--- src/rtl/bp_dma_channel_arbiter.sv ---
// ---------------------------------------------------------------------------
// bp_dma_channel_arbiter
//
// Shares one DRAM DMA channel between num_dma_p L2 cache DMA ports.
// Packets are arbitrated round-robin. A granted write holds the channel and
// streams block_beats_p data beats from the owning port. A granted read pushes
// the requesting port id into an in-order tag FIFO. Returning read beats are
// broadcast to every port, and the valid bit is steered to the FIFO head.
//
// Ports
//   clk_i, reset_i            clock, synchronous active-high reset
//   dma_pkt_*                 per-port request packets (ready/valid)
//   dma_data_i/_v_i/_ready_o  per-port write data toward DRAM
//   dma_data_o/_v_o/_ready_i  per-port read data from DRAM (data broadcast)
//   mem_pkt_*                 packet channel to DRAM
//   mem_data_o/_v_o/_ready_i  write data channel to DRAM
//   mem_data_i/_v_i/_ready_o  read data channel from DRAM
//   reads_pending_o           number of reads still awaiting their block
// ---------------------------------------------------------------------------
module bp_dma_channel_arbiter #(
    parameter int num_dma_p     = 2,
    parameter int pkt_width_p   = 64,
    parameter int data_width_p  = 64,
    parameter int block_beats_p = 8,
    parameter int max_reads_p   = 4,
    parameter int write_bit_p   = pkt_width_p - 1
) (
    input  logic                              clk_i,
    input  logic                              reset_i,
    input  logic [num_dma_p*pkt_width_p-1:0]  dma_pkt_i,
    input  logic [num_dma_p-1:0]              dma_pkt_v_i,
    output logic [num_dma_p-1:0]              dma_pkt_ready_and_o,
    input  logic [num_dma_p*data_width_p-1:0] dma_data_i,
    input  logic [num_dma_p-1:0]              dma_data_v_i,
    output logic [num_dma_p-1:0]              dma_data_ready_and_o,
    output logic [num_dma_p*data_width_p-1:0] dma_data_o,
    output logic [num_dma_p-1:0]              dma_data_v_o,
    input  logic [num_dma_p-1:0]              dma_data_ready_and_i,
    output logic [pkt_width_p-1:0]            mem_pkt_o,
    output logic                              mem_pkt_v_o,
    input  logic                              mem_pkt_ready_and_i,
    output logic [data_width_p-1:0]           mem_data_o,
    output logic                              mem_data_v_o,
    input  logic                              mem_data_ready_and_i,
    input  logic [data_width_p-1:0]           mem_data_i,
    input  logic                              mem_data_v_i,
    output logic                              mem_data_ready_and_o,
    output logic [$clog2(max_reads_p+1)-1:0]  reads_pending_o
);

    localparam int id_w_lp  = (num_dma_p > 1) ? $clog2(num_dma_p) : 1;
    localparam int cnt_w_lp = (block_beats_p > 1) ? $clog2(block_beats_p) : 1;
    localparam int ptr_w_lp = (max_reads_p > 1) ? $clog2(max_reads_p) : 1;
    localparam int occ_w_lp = $clog2(max_reads_p + 1);

    localparam logic [cnt_w_lp-1:0] last_beat_lp = cnt_w_lp'(block_beats_p - 1);
    localparam logic [ptr_w_lp-1:0] last_ptr_lp  = ptr_w_lp'(max_reads_p - 1);
    localparam logic [occ_w_lp-1:0] full_cnt_lp  = occ_w_lp'(max_reads_p);
    localparam logic [id_w_lp-1:0]  last_id_lp   = id_w_lp'(num_dma_p - 1);

    typedef enum logic [0:0] {
        IDLE  = 1'b0,
        WDATA = 1'b1
    } state_e;

    state_e                state_q, state_d;
    logic [id_w_lp-1:0]    rr_q, rr_d;
    logic [id_w_lp-1:0]    owner_q, owner_d;
    logic [cnt_w_lp-1:0]   wcnt_q, wcnt_d;
    logic [cnt_w_lp-1:0]   rcnt_q, rcnt_d;
    logic [ptr_w_lp-1:0]   wr_ptr_q, wr_ptr_d;
    logic [ptr_w_lp-1:0]   rd_ptr_q, rd_ptr_d;
    logic [occ_w_lp-1:0]   count_q, count_d;
    logic [id_w_lp-1:0]    fifo_mem_q [max_reads_p];
    logic [id_w_lp-1:0]    fifo_mem_d [max_reads_p];

    logic [num_dma_p-1:0]  is_wr_s;
    logic [num_dma_p-1:0]  eligible_s;
    logic                  any_elig_s;
    logic [id_w_lp-1:0]    winner_s;
    logic                  winner_wr_s;
    logic [id_w_lp-1:0]    idx_s;
    logic                  full_s;
    logic                  empty_s;
    logic [id_w_lp-1:0]    head_s;
    logic                  pkt_hs_s;
    logic                  wr_hs_s;
    logic                  rd_hs_s;
    logic                  push_s;
    logic                  pop_s;

    assign full_s  = (count_q == full_cnt_lp);
    assign empty_s = (count_q == '0);
    assign head_s  = fifo_mem_q[rd_ptr_q];

    // Round-robin search: first eligible port at or after the rr pointer.
    // Reads need a free tag slot; full is taken from the registered count only.
    always_comb begin
        is_wr_s     = '0;
        eligible_s  = '0;
        any_elig_s  = 1'b0;
        winner_s    = '0;
        winner_wr_s = 1'b0;
        idx_s       = '0;
        for (int i = 0; i < num_dma_p; i++) begin
            is_wr_s[i]    = dma_pkt_i[i*pkt_width_p + write_bit_p];
            eligible_s[i] = dma_pkt_v_i[i] & (is_wr_s[i] | ~full_s);
        end
        for (int off = 0; off < num_dma_p; off++) begin
            idx_s = id_w_lp'((int'(rr_q) + off) % num_dma_p);
            if (!any_elig_s && eligible_s[idx_s]) begin
                any_elig_s  = 1'b1;
                winner_s    = idx_s;
                winner_wr_s = is_wr_s[idx_s];
            end else begin
                any_elig_s  = any_elig_s;
            end
        end
    end

    // Output steering; every valid/ready is forced low while reset_i is high.
    always_comb begin
        mem_pkt_o            = '0;
        mem_data_o           = '0;
        mem_pkt_v_o          = 1'b0;
        mem_data_v_o         = 1'b0;
        dma_pkt_ready_and_o  = '0;
        dma_data_ready_and_o = '0;
        dma_data_v_o         = '0;
        dma_data_o           = {num_dma_p{mem_data_i}};
        mem_data_ready_and_o = 1'b0;
        for (int i = 0; i < num_dma_p; i++) begin
            if (winner_s == id_w_lp'(i)) begin
                mem_pkt_o = dma_pkt_i[i*pkt_width_p +: pkt_width_p];
            end else begin
                mem_pkt_o = mem_pkt_o;
            end
            if (owner_q == id_w_lp'(i)) begin
                mem_data_o = dma_data_i[i*data_width_p +: data_width_p];
            end else begin
                mem_data_o = mem_data_o;
            end
        end
        if (!reset_i) begin
            if (state_q == IDLE) begin
                mem_pkt_v_o = any_elig_s;
                dma_pkt_ready_and_o[winner_s] = any_elig_s & mem_pkt_ready_and_i;
            end else begin
                mem_data_v_o = dma_data_v_i[owner_q];
                dma_data_ready_and_o[owner_q] = mem_data_ready_and_i;
            end
            dma_data_v_o[head_s] = mem_data_v_i & ~empty_s;
            mem_data_ready_and_o = ~empty_s & dma_data_ready_and_i[head_s];
        end else begin
            mem_pkt_v_o = 1'b0;
        end
    end

    assign reads_pending_o = reset_i ? '0 : count_q;

    assign pkt_hs_s = mem_pkt_v_o & mem_pkt_ready_and_i;
    assign wr_hs_s  = mem_data_v_o & mem_data_ready_and_i;
    assign rd_hs_s  = mem_data_v_i & mem_data_ready_and_o;
    assign push_s   = pkt_hs_s & ~winner_wr_s;
    assign pop_s    = rd_hs_s & (rcnt_q == last_beat_lp);

    // Next-state: FSM, rr pointer, beat counters and tag FIFO bookkeeping.
    always_comb begin
        state_d  = state_q;
        rr_d     = rr_q;
        owner_d  = owner_q;
        wcnt_d   = wcnt_q;
        rcnt_d   = rcnt_q;
        wr_ptr_d = wr_ptr_q;
        rd_ptr_d = rd_ptr_q;
        count_d  = count_q;
        for (int j = 0; j < max_reads_p; j++) begin
            fifo_mem_d[j] = fifo_mem_q[j];
        end

        if (pkt_hs_s) begin
            rr_d = (winner_s == last_id_lp) ? '0 : winner_s + id_w_lp'(1);
            if (winner_wr_s) begin
                owner_d = winner_s;
                wcnt_d  = '0;
                state_d = WDATA;
            end else begin
                fifo_mem_d[wr_ptr_q] = winner_s;
                wr_ptr_d = (wr_ptr_q == last_ptr_lp) ? '0 : wr_ptr_q + ptr_w_lp'(1);
            end
        end else begin
            rr_d = rr_q;
        end

        if (wr_hs_s) begin
            if (wcnt_q == last_beat_lp) begin
                wcnt_d  = '0;
                state_d = IDLE;
            end else begin
                wcnt_d = wcnt_q + cnt_w_lp'(1);
            end
        end else begin
            wcnt_d = wcnt_d;
        end

        if (rd_hs_s) begin
            if (rcnt_q == last_beat_lp) begin
                rcnt_d   = '0;
                rd_ptr_d = (rd_ptr_q == last_ptr_lp) ? '0 : rd_ptr_q + ptr_w_lp'(1);
            end else begin
                rcnt_d = rcnt_q + cnt_w_lp'(1);
            end
        end else begin
            rcnt_d = rcnt_q;
        end

        case ({push_s, pop_s})
            2'b10:   count_d = count_q + occ_w_lp'(1);
            2'b01:   count_d = count_q - occ_w_lp'(1);
            default: count_d = count_q;
        endcase
    end

    // State registers; reset discards all in-flight write and read tracking.
    always_ff @(posedge clk_i) begin
        if (reset_i) begin
            state_q  <= IDLE;
            rr_q     <= '0;
            owner_q  <= '0;
            wcnt_q   <= '0;
            rcnt_q   <= '0;
            wr_ptr_q <= '0;
            rd_ptr_q <= '0;
            count_q  <= '0;
            for (int j = 0; j < max_reads_p; j++) begin
                fifo_mem_q[j] <= '0;
            end
        end else begin
            state_q  <= state_d;
            rr_q     <= rr_d;
            owner_q  <= owner_d;
            wcnt_q   <= wcnt_d;
            rcnt_q   <= rcnt_d;
            wr_ptr_q <= wr_ptr_d;
            rd_ptr_q <= rd_ptr_d;
            count_q  <= count_d;
            for (int j = 0; j < max_reads_p; j++) begin
                fifo_mem_q[j] <= fifo_mem_d[j];
            end
        end
    end

endmodule

--- config.mk ---
export PLATFORM = sky130hd
export DESIGN_NAME = bp_dma_channel_arbiter
export DESIGN_NICKNAME = d
export VERILOG_FILES = /design/src/rtl/bp_dma_channel_arbiter.sv
export SDC_FILE = /design/constraint.sdc
export NUM_CORES = 1
export LEC_CHECK = 0
export CAP_MARGIN = 30
export CORE_AREA = 2 2 230 232
export DETAILED_ROUTE_END_ITERATION = 12
export DIE_AREA = 0 0 232 234
export PLACE_DENSITY = 0.4
export SYNTH_ARGS = -nofsm -noshare
export SYNTH_HDL_FRONTEND = slang
export SYNTH_SLANG_ARGS = --single-unit
--- constraint.sdc ---
create_clock -name clk_i -period 3 [get_ports clk_i]
set_input_delay 0.45 -clock clk_i [delete_from_list [all_inputs] [get_ports clk_i]]
set_output_delay 0.45 -clock clk_i [all_outputs]
set_load 0.02 [all_outputs]
# --- Word-level counts from Yosys, hierarchy flattened ---
# Memories as Yosys holds them, arrays and structs flattened. A register that Yosys moved wholly into a read port is not among the register bits.
# Index checks and enable logic that the tools add are counted.
totals:
  register_bits: 16
  wordCells: 135
  in_bits: 331
  out_inout_bits: 268
  ram_bits: 4
  n_memories: 1
op_classes:
  muxes: 64
  n_reduce_logical: 14
  n_lt_le_gt_ge: 10
  n_addsub: 8
  n_bitwise: 23
  n_eq_ne: 7
memory_table:
  columns: ["memory", "depth", "width", "read_ports", "rd_ports_with_merged_regs", "write_ports", "line_no", "text"]
  rows:
  - ["fifo_mem_q", 4, 1, 5, 1, 4, "74", "logic [id_w_lp-1:0] fifo_mem_q [max_reads_p];"]
op_table:
  columns: ["cell", "count"]
  rows:
  - ["2-to-1 mux 64 bit", 2]
  - ["2-to-1 mux 1 bit", 39]
  - ["2-to-1 mux 2 bit", 9]
  - ["2-to-1 mux 3 bit", 6]
  - ["bitwise AND 1 bit", 10]
  - ["< comparator 1 x 2 -> 1 bit, second input constant", 5]
  - ["adder 3 x 1 -> 3 bit, second input constant", 3]
  - ["equality test 3 bit, second input constant", 3]
  - ["2-to-1 mux 4 bit", 2]
  - ["AND reduction 2 bit", 4]
  - ["bitwise AND 2 bit", 3]
  - ["equality test 2 bit, second input constant", 3]
  - ["OR 1 bit", 6]
  - ["one-hot mux 3 bit (2 select lines)", 1]
  - ["nonzero test 2 bit", 3]
  - ["logical AND 1 bit", 5]
  - ["adder 2 x 1 -> 2 bit, second input constant", 2]
  - ["bitwise mux 4 bit", 1]
  - ["demux 1 bit (select 1 bit)", 3]
  - ["greater-or-equal comparator 1 bit, second input constant", 3]
  - ["greater-or-equal comparator 3 bit, second input constant", 1]
  - ["logical NOT 3 bit", 1]
  - ["< comparator 3 x 1 -> 1 bit, second input constant", 1]
  - ["NOT 1 bit", 3]
  - ["other kinds (6)", 7]

# --- Longest topological paths before layout ---
depth:
  ltp_word: 17
  depth_mapped: 11
  depth_no_buf: 10

# --- Worst setup path after synthesis ---
# No wires, ideal clock.
synth_timing:
  path_kind: "input port to flip-flop"
  start: "in dma_pkt_i[63]"
  end: "reg count_q[2]"
  t_arrival_ps: 2436
  required_ps: 2929
  path_stages: 11
  path_slack_ps: 493
  path_buffers: 1
  setup_ps: 71
  cell_sequence: "nor4b_2 -> o22ai_1 -> buf_2 -> o21a_1 -> inv_1 -> ha_1 -> inv_1 -> fa_1 -> xor2_1 -> or3_1 -> a21oi_1"
synth_via:
  elab_chain_len: 14
  word_cells_on_any_way: 25
synth_lines:
  columns: ["item", "line_no", "text"]
  rows:
  - ["from (decl)", "30", "input logic [num_dma_p*pkt_width_p-1:0] dma_pkt_i,"]
  - ["OR 1 bit", "107", "eligible_s[i] = dma_pkt_v_i[i] & (is_wr_s[i] | ~full_s);"]
  - ["bitwise AND 1 bit", "107", null]
  - ["2-to-1 mux 1 bit (implied by the code) (2 in a row)", "111", "if (!any_elig_s && eligible_s[idx_s]) begin"]
  - ["2-to-1 mux 1 bit", "111", null]
  - ["logical NOT 1 bit", "111", null]
  - ["logical AND 1 bit", "111", null]
  - ["2-to-1 mux 1 bit", "111", null]
  - ["2-to-1 mux 1 bit", "145", "if (state_q == IDLE) begin"]
  - ["2-to-1 mux 1 bit", "144", "if (!reset_i) begin"]
  - ["bitwise AND 1 bit", "161", "assign pkt_hs_s = mem_pkt_v_o & mem_pkt_ready_and_i;"]
  - ["bitwise AND 1 bit (*)", "164", "assign push_s = pkt_hs_s & ~winner_wr_s;"]
  - ["equality test 2 x 1 -> 1 bit / equality test 2 bit (equally long branches)", "217", "case ({push_s, pop_s})"]
  - ["one-hot mux 3 bit (2 select lines) / nonzero test 2 bit (equally long branches)", null, null]
  - ["to (signal assigned)", "246", "count_q <= count_d;"]
  - ["to (decl)", "73", "logic [occ_w_lp-1:0] count_q, count_d;"]
# Mark *: on every way between the ends. The rest lies on a longest branch, timed or not. The select of a mux whose other input is x is not followed.
# A chain may end at the register's enable or synchronous reset.

# --- Worst setup path in the final report ---
layout_timing:
  start: "in dma_pkt_i[63]"
  end: "out mem_pkt_o[23]"
layout_via:
  elab_chain_len: 9
  word_cells_on_any_way: 12
layout_lines:
  columns: ["item", "line_no", "text"]
  rows:
  - ["OR 1 bit (*)", "107", null]
  - ["bitwise AND 1 bit (*)", "107", null]
  - ["2-to-1 mux 1 bit (implied by the code) (2 in a row)", "111", null]
  - ["2-to-1 mux 1 bit", "111", null]
  - ["logical NOT 1 bit", "111", null]
  - ["logical AND 1 bit", "111", null]
  - ["2-to-1 mux 1 bit (*)", "111", null]
  - ["2-to-1 mux 64 bit (*)", "133", "if (winner_s == id_w_lp'(i)) begin"]
  - ["to (decl)", "39", "output logic [pkt_width_p-1:0] mem_pkt_o,"]
# Marks and branches as above.

==> metrics.md <==
| Metric | Value |
|---|---|
| Status | `complete, no violations` |
| # diodes | `0` |
| Syn. warnings | `0` |
| Worst-Margin Slew | `roughly 0.62 ns` |
| Slowest CP cell | `clkdlybuf4s50_1` |
| Total Power | `0.00177 W` |
| Clk sink count | `22` |
| WL/cell | `around 17 µm` |
| FMAX | `around 350 MHz` |
| DRT iter0 DRCs | `97` |
| Final net count | `approximately 1.0k` |
| Asr flop ratio synth | `0%` |
| Fin. Hold Viols | `0` |
| Vias in the first global route | `4312` |
| Layout cell share with drive strength beyond 1 | `25.8%` |
| Gr ovfl total | `0` |
| Skew-Pair Late Insertion Delay | `0.25 ns` |
| Worst Skew | `0.00145 ns` |
| Hold Buf Count CTS | `0` |
| Largest area contributor in the netlist | `mux2_2` |
| Placer congestion estimate | `0.832` |
| Mapped cell area | `3850 µm²` |
| Number of remaining DRC errors | `0` |
| CP bufs+invs | `5` |
| Crit path from | `dma_pkt_i[63]` |
| CP endpoint kind | `output port` |
| Cell area after layout | `~8000 µm²` |
| Maxcap violations | `0` |
| Synth unique cells | `44` |
| Placed Cells | `around 1.4k` |
| Die height | `234 µm` |
| Rows | `84` |
| Sequential-to-total area share from yosys stat | `11.4%` |
| Worst path cell trace | `clkdlybuf4s50_1, nor4b_2, buf_4, o221ai_4, buf_12, buf_16, mux2_2, dlygate4sd2_1` |
| Syn Area/Cell | `9.40 µm²` |
| First-pass GRT wire length | `30600 µm` |
| Drt pass-1 iters | `4` |
| Antenna violations before repair | `1` |
| Largest net degree at the start of global routing | `41` |
| WP data arrival | `roughly 2.4 ns` |
| H-tree levels | `1` |
| Clk Tree Root Cell | `clkbuf_16` |
| Detailed Place HPWL | `between 20000 and 25000 µm` |
| IO buf count | `406` |
| Placed Area | `7920 µm²` |
| Synth Register Bits | `22` |
| CP Class | `in -> out` |
| RSZ-0062 raised after global routing | `no` |
| HP Start | `fifo_mem_q[0]` |
| Total CTS buffers | `3` |
| Tightest Hold Check Type | `reg -> reg` |
| CP Launch Type | `primary input` |
| # setup viols final | `0` |
| Via count of the routed design | `4060` |
| Period utilization | `between 90 and 100%` |
| I/O pin count | `599` |
| Hold_ws | `0.476 ns` |
| Post-layout minimum cycle time | `2.89 ns` |
| Top Family by Delay on Critical Path | `buffers and inverters` |
| Peak supply drop | `0.132 mV` |
| Max Slew Vio Count | `0` |
| Dominant cells by area after synthesis | `mux2_2 38%, buf_4 25%, dfxtp_1 11%` |
| Area grow syn2layout | `108%` |
| Leak | `a little under 3 nW` |
| PD cells | `221 nW/µm²` |
| Post-Layout Cell Count | `about 1.4k` |
| Crit path required time | `2.55 ns` |
| Starting Density | `around 7.4%` |
| EDFF count, synth | `0` |
| Die W | `232 µm` |
| Instance count of the mapped netlist | `410` |
| Core area | `about 52000 µm²` |
| Die area | `54300 µm²` |
| CTS tree | `done` |
| CTS Buffer Depth | `2` |
| Clock-pin slew on the worst setup and hold paths | `0.06 ns` |
| Antenna Violating Nets Remaining | `0` |
| Setup ws final | `0.113 ns` |
| Mapped Nets | `between 700 and 800` |
| Crit Path Max Fanout | `13` |
| Top FF cell, synth | `dfxtp_1` |
| Slew margin rel. | `58.5%` |
| Slowest cell delay on critical path | `just over 0.5 ns` |
| FILL cells | `5911` |
| Top-area cell type share of the netlist area | `38.0%` |
| DR vias/cell | `about 2.9` |
| GRT Total Usage | `7.96%` |
| Drt total wl | `23200 µm` |
| Place WS | `-0.126 ns` |
==> area by class of cell <==
class	count	area [µm²]	share of cell area, %
flip-flops and latches	22	444	5.55
well taps	688	861	10.7
repair buffers	432	4290	53.5
inverters	8	30.0	0.375
clock buffers	4	88.8	1.11
multi-input cells	233	2300	28.7
==> cell families after synthesis <==
group / after synthesis / share of synthesized area, %
muxes: 139 / 40.9
and+or+nand+nor: 52 / 8.83
buffers and inverters: 155 / 28.9
adders and majority gates: 11 / 3.77
AOI/OAI and AO/OA: 29 / 5.71
DFF: 22 / 11.4
xor gates and xnor gates: 2 / 0.455
==> stage by stage <==
| stage | TNS [ns] | util [%] |
|---|---|---|
| floorplan | 0 | - |
| global placement | -3.35 | 15.2 |
| detailed placement | -5.15 | 15.2 |
| CTS | 0 | 15.4 |
| global route | 0 | 15.4 |
| finish | 0 | 15.4 |
==> worst reg2reg max path, cell delays in order, from the launching register on <==
cell and delay (ns):
dfxtp_1 0.33, mux4_2 0.57, mux2_4 0.26, and3_4 0.21
ha_1 0.17, inv_1 0.05, fa_1 0.37, xor2_1 0.16
or3_1 0.30, a21oi_1 0.14
==> power by group <==
group          total (W)  leakage (nW)  internal (W)  switching (W)
combinational    0.00115          2.68      0.000672       0.000474
sequential      0.000314         0.179      0.000300      0.0000141
clock           0.000306        0.0442      0.000203       0.000103
==> cell usage after synthesis (all sizes together) (3+ instances only) <==
| master | number |
|---|---|
| buf | 143 |
| o21ai | 6 |
| dfxtp | 22 |
| o211ai | 6 |
| nand2b | 7 |
| mux2i | 6 |
| o31ai | 4 |
| a21oi | 5 |
| nand3b | 4 |
| clkbuf | 4 |
| nor3 | 3 |
| inv | 8 |
| nor2 | 12 |
| nor2b | 6 |
| ha | 10 |
| nor3b | 4 |
| mux2 | 132 |
| nand2 | 4 |
==> worst paths after layout <==
path                         to  slack [ns]  depth (start not counted)
hold / removal    fifo_mem_q[0]        0.48                          2
setup reg to reg     count_q[2]        0.39                          9
hold reg to reg   fifo_mem_q[0]        0.48                          2
setup / recovery  mem_pkt_o[23]        0.11                          8
==> state kept, by name, indices dropped and copies added, names as in the netlist, named ones only <==
| name | count |
|---|---|
| fifo_mem_q | 4 |
| count_q | 3 |
| rcnt_q | 3 |
| wcnt_q | 3 |
| rd_ptr_q | 2 |
| wr_ptr_q | 2 |
| owner_q | 1 |
| rr_q | 1 |
| state_q | 1 |
==> routing by layer <==
metal	global-route usage (%)	up-vias	wire length, µm
met2	14.7	360	11500
li1	-	1887	-
met4	1.98	2	523
met1	8.57	1772	8450
met5	0	-	13
met3	2.87	39	2690
==> cell usage in the layout (no fill, tap or decap), drive strengths merged, types with 2 or more instances in the layout <==
cell type | Yosys | final
or4bb | 2 | 2
nand2 | 4 | 4
inv | 8 | 8
o21a | 2 | 2
nor3b | 4 | 4
a21oi | 5 | 5
mux2i | 6 | 6
mux2 | 132 | 132
o21ai | 6 | 6
nor4b | 2 | 2
o31ai | 4 | 4
ha | 10 | 10
nand2b | 7 | 7
or3b | 2 | 2
o211ai | 6 | 6
dfxtp | 22 | 22
xor2 | 2 | 2
nor2 | 12 | 12
nor2b | 6 | 6
clkbuf | 4 | 4
clkdlybuf4s50 | 0 | 338
dlygate4sd2 | 0 | 62
and2 | 2 | 2
buf | 143 | 32
nor3 | 3 | 3
nand3b | 4 | 4
==> repair_timing <==
item	4_1_cts	5_1_grt
endpoints found under the setup margin	60	0
buffers inserted	1	0
endpoints found under the hold margin	0	0
resized for setup	65	0
No activity file was read; power rests on OpenSTA's default activity.
